[src/rtl/dout_byte_streamer.sv]
// dout_byte_streamer: word FIFO feeding an MSB-first valid/ready byte serializer
module dout_byte_streamer #(
  parameter int DATA_WID = 48,
  parameter int DEPTH    = 16,
  parameter int ADDR_WID = 4,
  parameter int CNT_WID  = 16
) (
  input  logic                clk,
  input  logic                rst_n,
  input  logic [DATA_WID-1:0] din,
  input  logic                din_wr,
  output logic [7:0]          tx_data,
  output logic                tx_valid,
  input  logic                tx_ready,
  output logic                fifo_full,
  output logic                fifo_empty,
  output logic                overflow,
  input  logic                clr_ovf,
  output logic [CNT_WID-1:0]  word_cnt
);
  localparam int NB = DATA_WID / 8;
  localparam int BW = (NB > 1) ? $clog2(NB) : 1;
  typedef enum logic {IDLE, SEND} state_t;
  state_t state, state_nx;
  logic [DATA_WID-1:0] mem [DEPTH];
  logic [ADDR_WID-1:0] wr_ptr, rd_ptr;
  logic [ADDR_WID:0]   count;
  logic [DATA_WID-1:0] shreg;
  logic [BW-1:0]       byte_idx;
  logic hs, word_done, wr, pop;
  assign fifo_full  = count == (ADDR_WID+1)'(DEPTH);
  assign fifo_empty = count == '0;
  assign wr         = din_wr && !fifo_full;
  assign hs         = tx_valid && tx_ready;
  assign word_done  = hs && byte_idx == BW'(NB - 1);
  // a finishing word pops its successor in the same cycle, so words stream without a bubble
  always_comb begin
    tx_valid = state == SEND;
    tx_data  = shreg[DATA_WID-1 -: 8];
    pop      = !fifo_empty && (state == IDLE || word_done);
    state_nx = pop ? SEND : word_done ? IDLE : state;
  end
  always_ff @(posedge clk or negedge rst_n)
    if (!rst_n) begin
      state    <= IDLE;
      wr_ptr   <= '0;
      rd_ptr   <= '0;
      count    <= '0;
      shreg    <= '0;
      byte_idx <= '0;
      overflow <= 1'b0;
      word_cnt <= '0;
    end else begin
      state    <= state_nx;
      wr_ptr   <= wr ? wr_ptr + ADDR_WID'(1) : wr_ptr;
      rd_ptr   <= pop ? rd_ptr + ADDR_WID'(1) : rd_ptr;
      count    <= count + (ADDR_WID+1)'(wr) - (ADDR_WID+1)'(pop);
      shreg    <= pop ? mem[rd_ptr] : hs ? shreg << 8 : shreg;
      byte_idx <= pop ? '0 : hs ? byte_idx + BW'(1) : byte_idx;
      overflow <= (din_wr && fifo_full) || (overflow && !clr_ovf);
      word_cnt <= word_done ? word_cnt + CNT_WID'(1) : word_cnt;
    end
  always_ff @(posedge clk)
    if (wr) mem[wr_ptr] <= din;
endmodule

[config.mk]
export PLATFORM = sky130hd
export DESIGN_NAME = dout_byte_streamer
export DESIGN_NICKNAME = d
export VERILOG_FILES = /design/src/rtl/dout_byte_streamer.sv
export SDC_FILE = /design/constraint.sdc
export NUM_CORES = 1
export LEC_CHECK = 0
export CORE_MARGIN = 10
export CORE_UTILIZATION = 34
export CTS_CLUSTER_SIZE = 30
export DETAILED_ROUTE_END_ITERATION = 10
export DONT_BUFFER_PORTS = 1
export GPL_ROUTABILITY_DRIVEN = 0
export PLACE_DENSITY = 0.47
export SETUP_SLACK_MARGIN = 0.15
export SKIP_LAST_GASP = 1
export SYNTH_ARGS = -nofsm -noshare
export SYNTH_HDL_FRONTEND = slang
export SYNTH_SLANG_ARGS = --single-unit
[constraint.sdc]
create_clock -name clk -period 9.4 [get_ports clk]
set_input_delay 1.41 -clock clk [delete_from_list [all_inputs] [get_ports clk]]
set_output_delay 1.41 -clock clk [all_outputs]
set_load 0.005 [all_outputs]
==> results of run 1 <==
## placed cells by master, fill, tap and decap left out, drive strengths merged, types with 3 or more instances in the layout
master	instances
clkbuf	114
nand3	6
ha	14
dfrtp	82
nand2	30
nor2	21
a31o	3
nand4	7
clkinv	45
a211oi	43
mux2i	53
and3	40
a221oi	40
o22ai	43
o221ai	4
inv	23
bufinv	9
nand2b	5
xnor2	13
a21oi	3
nor3	9
edfxtp	768
mux4	192
xor2	13
buf	29
## flip-flops by register name, indices dropped and copies added, names as in the netlist
name      flops
mem         768
shreg        48
overflow      1
tx_valid      1
byte_idx      3
wr_ptr        4
word_cnt     16
rd_ptr        4
count         5
## metal layers
layer  part of all wire (%)  up-vias
met1                     43     8326
met5                      0        -
met3                    4.6      104
met2                     51      260
met4                    2.2        0
li1                       -     6470
## power groups by stage
| stage | Combinational (uW) | Clock (uW) | Sequential (uW) |
|---|---|---|---|
| 6_report | 2210 | 3590 | 4870 |
| 4_1_cts | 2280 | 3690 | 4880 |
| 2_1_floorplan | 1740 | 0 | 4780 |
| 3_5_place_dp | 2270 | 0 | 4950 |
| 3_3_place_gp | 2260 | 0 | 4940 |
| 5_1_grt | 2400 | 3860 | 4910 |
## final cells by class
type	count	area share [%]
Clock buffer	114	6.507
Clock inverter	62	1.541
Inverter	16	0.1671
Multi-Input combinational cell	558	19.79
Sequential cell	850	67.11
Tap cell	1276	4.264
Timing Repair Buffer	29	0.6149
## cell families after synthesis
logic type | count (synthesis)
AO/OA/AOI/OAI | 142
XOR/XNOR | 26
adder cells (fa/ha/maj) | 15
buffers and inverters | 116
flip-flops | 850
multiplexers | 246
AND/OR/NAND/NOR | 129
## cells in the mapped netlist (9+ instances only)
| master | instances |
|---|---|
| edfxtp_1 | 768 |
| mux4_2 | 192 |
| dfrtp_1 | 82 |
| mux2i_1 | 53 |
| a211oi_1 | 43 |
| o22ai_1 | 43 |
| a221oi_2 | 40 |
| and3_1 | 40 |
| clkbuf_1 | 35 |
| buf_2 | 32 |
| nand2_1 | 30 |
| nor2_1 | 21 |
| buf_4 | 18 |
| inv_1 | 15 |
| buf_6 | 14 |
| ha_1 | 14 |
| xnor2_1 | 13 |
| xor2_1 | 13 |
| nor3_1 | 9 |
## path summary, 6_finish.rpt
check                               end  slack (ns)  depth (start not counted)
max                          mem[4][15]        5.65                          7
min                           shreg[27]        0.46                          0
max reg2reg                  mem[4][15]        5.65                          7
min reg2reg                word_cnt[15]        0.50                          1
max in group asynchronous      shreg[5]        8.75                          0
min in group clk           word_cnt[15]        0.50                          1
## per-stage QoR
step	hold WS, ns	worst slack, ns	area [um^2]	std cells
2_1_floorplan	0.4488	3.634	33060	1524
3_3_place_gp	0.4906	5.065	34430	2729
3_5_place_dp	0.4832	5.047	34430	2729
4_1_cts	0.4038	5.534	37440	2905
5_1_grt	0.4091	5.371	37440	2905
6_report	0.4628	5.650	37440	2905
==> flow_results.org, run 1 <==
** CTS
- Clock edge transition at the registers on the reported setup and hold paths :: about 0.06 ns
- Total of cells resized after clock tree synthesis :: 0
- The clock net in this run drives a total of 850 sinks.
- The clock passes through at most 3 buffers.
- Setup Fix Bufs, Post-CTS :: 0
- TritonCTS built the clock tree.
- Clock latency on the worst-skew pair, taken at its later pin, is between 0.6 and 0.7 ns.
- The number of clock buffers added by TritonCTS is 93.
- CTS root buffer :: clkbuf_16
- Number of levels in the clock H-tree :: 3
- Number of buffers inserted for hold repair after clock tree synthesis :: 0

** Synthesis
- Number of enable-type register cells in the synthesized netlist :: approximately 770
- Unique cell type count in the Yosys netlist :: 43
- Area share of the leading cell type in the synthesized netlist :: 69.76%
- Gate Count Post-Synth :: 1,524
- Summed instance area of the synthesized netlist :: 0.03306 mm^2
- Post-synth net total :: 1,592
- edfxtp_1 takes more of the synthesized area than any other cell.
- Summing the areas of all xor and xnor instances in the mapped netlist gives less than 1% of the synthesized area.
- After synthesis, the share of flip-flops with an asynchronous set or reset is 9.647%.
- The synthesized design contains 850 register bits.
- Most used DFF post-synth :: edfxtp_1
- The average instance in the mapped netlist occupies 21.69 um^2.
- Of the total synthesized cell area, the portion taken by AND, OR, NAND and NOR gates is ~2.1%.
- The synthesized netlist devotes less than 1% of its cell area to adder and majority cells.
- Mux contribution to synthesized area :: 14.72%
- Count of yosys warnings during synthesis :: 0
- Sorting the synthesized cells by area gives the leading types as edfxtp_1, mux4_2, dfrtp_1, a221oi_2, mux2i_1.
- The synthesized netlist devotes 3.959% of its cell area to compound gates.
- Largest family of logic cells by synthesized area :: multiplexers
- Sequential cells were found to cover 75.97% of the synthesized design area.

** Die
- Die Wd :: ~330 um
- Top-level I/O count :: 81
- The total area inside the core boundary comes to 0.09657 mm^2.
- The die covers approximately 0.11 mm^2.
- Effective utilization at floorplan :: approximately a third
- Number of standard-cell rows in the floorplan :: between 100 and 150
- Measured along the y axis, the die boundary spans approximately 330 um.

** Global route
- Fraction of met3 tracks used by global routing :: under 10%
- Global-route total usage across every layer :: around 14%
- In the global route stage, met2 resource usage came out at 23.99%.
- Most crowded layer after global routing :: met2
- Number of global-route vias before repair :: 16,400
- The first global-routing pass estimated 116.7 mm of wire.
- In the global route stage, met1 resource usage came out at 18.19%.
- The total overflow left after global routing is 0.
- Pin count of the biggest net entering global routing :: approximately 100
- Antenna violations before repair :: 0

** Route
- Routed len/inst :: 27.00 um
- The detail route stage leaves a number of antenna-violating nets equal to 0.
- Dividing the detail-routed via count by the number of cells gives 5.219.
- Number of design-rule violations left by the first detailed-router iteration :: approximately 1,100
- Summing over every cut layer, the via total after detailed routing is 15,160.
- DRT Wirelength :: 78.45 mm
- The pre-antenna-repair detailed-routing pass consisted of 5 iterations.
- Remaining DRCs :: 0

** Power and ir drop
- Design internal power :: 7641 uW
- Sw Pwr :: 3024 uW
- The design draws 10,670 uW.
- Of the total power, the share spent switching nets is 28.35%.
- Dividing total power by cell area gives a power density of 284.9 mW/mm^2.
- In this run, the combinational gates consume 20.7% of the power.
- VDD IR-drop max :: around 0.14 mV
- The share of total power dissipated in sequential elements is between 40% and 50%.
- For this design the static power due to leakage is between 0.01 and 0.015 uW.
- Portion of total power attributed to the clock network :: roughly a third

** Flow run
- # Max-Cap Violations :: 0

** Setup path
- Delay contributed by the slowest stage of the critical path :: a little over 0.9 ns
- The critical path starts at count[2].
- Largest fanout of any net on the critical path :: 26
- The worst setup path is captured at a register.
- Data arrival time at the worst-slack endpoint :: 4.03 ns
- Required time reported for the critical path endpoint :: 9.68 ns
- Worst flop-to-flop path startpoint :: count[2]
- Cell at the slowest stage of the critical path :: nor2_4
- The worst setup path is of the reg2reg kind.
- Cells along the critical path :: inv_1 -> ha_1 -> and4bb_2 -> nor2b_1 -> nand2_1 -> nor2_4 -> buf_4
- Together, buffers and inverters on the worst path number 2.
- The cell family contributing the most delay on the critical path is simple AND/OR/NAND/NOR gates.
- STA classifies the critical path startpoint as a register.

** Cells and area
- At the end of the flow, the number of nets in the layout was around 1,600.
- The post-route netlist has 25.97% of its cells at a drive strength greater than 1.
- Register area :: 0.02513 mm^2
- Antenna diodes :: 0
- From synthesis to final layout, the design area changed by 13.25%.
- After filler insertion, the fill cell instance count of the layout stands at 8,619.
- Cells fill roughly two fifths of the core in the end.
- Multi-input gate area in the final layout :: 0.007411 mm^2

** STA
- Pins Over Slew Limit :: 0
- After routing, the total negative slack on setup checks comes to 0 ns.
- At the pin with the least slew margin, the transition time is 1.176 ns.
- Achievable Freq :: 266.7 MHz
- Final cycle utilization of the critical path :: 39.89%
- Setup repair after global routing left no endpoint under its margin.
- The hold violation total from the final report is 0.
- Between clock sinks in the finished design, the worst skew comes to 0.02539 ns.
- Setup violations remaining at the end of the flow were counted as 0.
- Remaining max-slew budget at the tightest pin :: around a fifth
- Shortest clock period the worst path allows after layout :: 3.750 ns

** Min path
- Hold Crit Class :: in2async

** Placed design
- Input and output buffers added on the ports amount to 0.
- The HPWL after detailed placement is 41.60 mm.

** Status
- Result of the run :: completed
Power figures use the tool's default switching activity.
==> run 2, diff against run 1 <==
==> constraint.sdc (replaced) <==
create_clock -name clk -period 3.7 [get_ports clk]
set_input_delay 0.555 -clock clk [delete_from_list [all_inputs] [get_ports clk]]
set_output_delay 0.555 -clock clk [all_outputs]
set_load 0.005 [all_outputs]
==> run 2 against run 1 <==
Compared with the run above:
- global-route usage up 0.18 points
- first-iteration DRC count down 13%
- fmax up 32%
- count of clock-buffer cells in the layout up 4
- cell count up 2.3%
- sequential share of layout area down 1.7 points
- sequential power rose to 2.5 times the previous value
- combinational power rose to 2.8 times the previous value
- hold slack worse by 0.24 ns
==> flow_results.org, run 2 (synthesis results as in run 1) <==
** Status
- Result of the run :: completed

** Global route
- GRT overflow :: 0 (unchanged)
- Wire length of the first global-routing pass :: 118.2 mm (+1.3%)
- The initial antenna violation count was 6 (+6).
- The total routing resource utilization after global routing was 14.37% (+0.18 points).
- The pin count of the biggest net entering global routing came to 83 (-20%).
- The number of global-route vias before repair came to 16,710 (+1.9%).

** Power and ir drop
- The total power divided by cell area is 717.9 mW/mm^2 (+150%).
- P_leak :: 0.01262 uW (+3.3%)
- VDD IR-drop max :: 0.3620 mV (+150%)

** Setup path
- Cell mode on critical path :: buf_4
- Worst-case register-to-register setup slack :: 0.85 ns (-4.80 ns)
- The critical path goes through inv_1 -> ha_1 -> nand3_1 -> a21o_1 -> buf_4 -> inv_4 -> buf_4 -> buf_4 -> a211oi_1 -> a221oi_2.
- Largest fanout of any net on the critical path :: 47 (+81%)
- The slowest stage of the critical path belongs to the cell buf_4.
- STA classifies the critical path endpoint as a register.
- Launching element type of the critical path :: register
- The worst setup path is of the reg2reg kind.
- The delay of the slowest critical-path stage was 0.59 ns (-0.33 ns).
- Data arrival time at the worst-slack endpoint :: 3.42 ns (-0.61 ns)
- The worst register-to-register path ends at shreg[15].
- Logic depth of the worst register-to-register path :: 10 (+3)
- Worst flop-to-flop path startpoint :: byte_idx[1]
- Required time reported for the critical path endpoint :: 4.27 ns (-5.41 ns)

** Cells and area
- The register cell area after layout was 0.02513 mm^2 (unchanged).
- Register bank with the most flops :: mem
- Final net count :: 1,688 (+4.5%)
- Layout area overhead :: 16.12%
- The number of flip-flops under the largest register name is 768 (unchanged).
- Proportion of layout cells with a drive suffix above 1 :: 26.30% (+0.33 points)
- The library cell used most frequently in the layout, excluding fill and tap cells, is edfxtp_1.
- Final core area utilization :: 39.75% (+0.98 points)
- Non-Filler Instances :: 2,973 (+2.3%)
- Largest registers :: mem (768), shreg (48), word_cnt (16)
- The filler cell count in the final layout was 8,493 (-1.5%).
- Multi-input gate area in the final layout :: 0.007436 mm^2 (+0.34%)
- Most frequent cells in the layout :: edfxtp_1, mux4_2, clkbuf_16, dfrtp_1, mux2i_1

** CTS
- Max clock buf depth :: 3 (unchanged)
- The clock edge transition at the registers on the reported setup and hold paths is 0.06 ns (about the same).
- Clock latency on the worst-skew pair :: 0.66 ns (about the same)
- The number of buffers created by CTS came to 92 (-1.1%).
- The clock sink count is 850 (unchanged).
- The buffers inserted during post-CTS setup optimization came to 0 (unchanged).
- CTS root buffer :: clkbuf_16
- Number of levels in the clock H-tree :: 3 (unchanged)
- TritonCTS clock tree :: yes

** Die
- The effective utilization at floorplan was 34.23% (unchanged).
- Core Region :: 0.09657 mm^2 (unchanged)
- Die Wd :: 331.8 um (unchanged)
- Top-level I/O count :: 81 (unchanged)
- The floorplan row count is 114 (unchanged).
- The die area was 0.1101 mm^2 (unchanged).
- The y dimension of the die is 331.8 um (unchanged).

** Route
- DRT Wirelength :: 80.00 mm (+2.0%)
- Detail-routed via count per cell :: 5.175 (-0.84%)
- The post-detailed-route DRC marker count was 0 (unchanged).
- Via Count :: 15,390 (+1.5%)
- The count of nets left with antenna violations after detail routing is 0 (unchanged).
- Routed len/inst :: 26.91 um (-0.36%)
- The detailed router's first-iteration violation count came to 932 (-13%).
- Number of search-and-repair iterations in the first detailed-routing pass :: 4 (-1)

** STA
- The hold violation total from the final report is 0 (unchanged).
- Setup TNS Final :: 0 ns (unchanged)
- The worst slew margin relative to its limit came to 32.95% (+12 points).
- The clock skew after layout was 0.03301 ns (+0.007622 ns).
- Final cycle utilization of the critical path :: 76.91% (+37 points)
- Achievable Freq :: 351.4 MHz (+32%)
- Final setup violation count :: 0 (unchanged)
- The post-route worst hold slack came to 0.2210 ns (-0.2418 ns).
- Setup repair after global routing left no endpoint under its margin.
- The pin slew with the least headroom to its limit came to 1.002 ns (-0.1736 ns).
- Final worst-path setup slack :: 0.8545 ns (-4.796 ns)
- Shortest clock period the worst path allows after layout :: 2.846 ns (-0.9044 ns)
- The final count of pins violating max slew is 0 (unchanged).

** Placed design
- The number of placed cells counting well taps came to 2,750 (+0.77%).
- The post-detailed-placement half-perimeter wirelength was 44.46 mm (+6.9%).
- Number of I/O port buffers :: 0 (unchanged)
- The worst slack at placement came to 0.8687 ns (-4.179 ns).

** Min path
- The min-delay analysis places its worst path in the category in2reg.
- Hold Path Depth :: 3
- Destination of the worst hold path :: tx_valid
- The worst hold path begins at tx_ready.

** Flow run
- The max capacitance violation total came to 0 (unchanged).
## run 2: per-stage QoR
step	instance area [um^2]	power, uW
final	38390	27560
after global routing	38390	28820
after CTS	38390	28060
after detailed placement	34850	18740
after global placement	34850	18690
after floorplan	33090	16580
## run 2: final cells by class
type,instances,share of cell area [%]
diodes,1,0.006519
inverters,16,0.1630
repair buffers,102,3.031
clock inverters,52,1.297
multi-input cells,558,19.37
flip-flops and latches,850,65.45
well taps,1276,4.159
clock buffers,118,6.519
## run 2: metal layers
layer | vias to the layer above | routed length, um | track usage [%]
li1 | 6600 | - | -
met1 | 8403 | 35230 | 19.02
met2 | 262 | 39880 | 24.08
met3 | 112 | 3162 | 2.874
met4 | 8 | 1662 | 3.469
met5 | - | 55 | 0
## run 2: where the power goes
part | total, uW | internal, uW | switching, uW
clock | 9060 | 5280 | 3780
combinational | 6220 | 2610 | 3610
sequential | 12300 | 11700 | 622
total | 27600 | 19600 | 8010
## run 2: how the worst max path moves through the flow
stage	from	endpoint	slack [ns]	cells after the start
after floorplan	count[2]	mem[15][0]	-0.18	7
after global placement	count[3]	count[4]	0.93	15
after detailed placement	byte_idx[1]	shreg[15]	0.87	10
after CTS	count[2]	count[4]	0.87	15
after global routing	byte_idx[1]	shreg[15]	0.64	10
final	byte_idx[1]	shreg[15]	0.85	10
## run 2: critical path, delay by kind of cell (launching register included)
| family | cells | cell delay, ns |
|---|---|---|
| buffers and inverters | 5 | 1.43 |
| adders and majority gates | 1 | 0.19 |
| AOI/OAI and AO/OA | 3 | 0.59 |
| DFF | 1 | 0.40 |
| and+or+nand+nor | 1 | 0.12 |
## run 2: what timing repair did
item	4_1_cts	5_1_grt
hold buffers	52	0
hold endpoints to repair	851	0
gates resized for setup	0	0
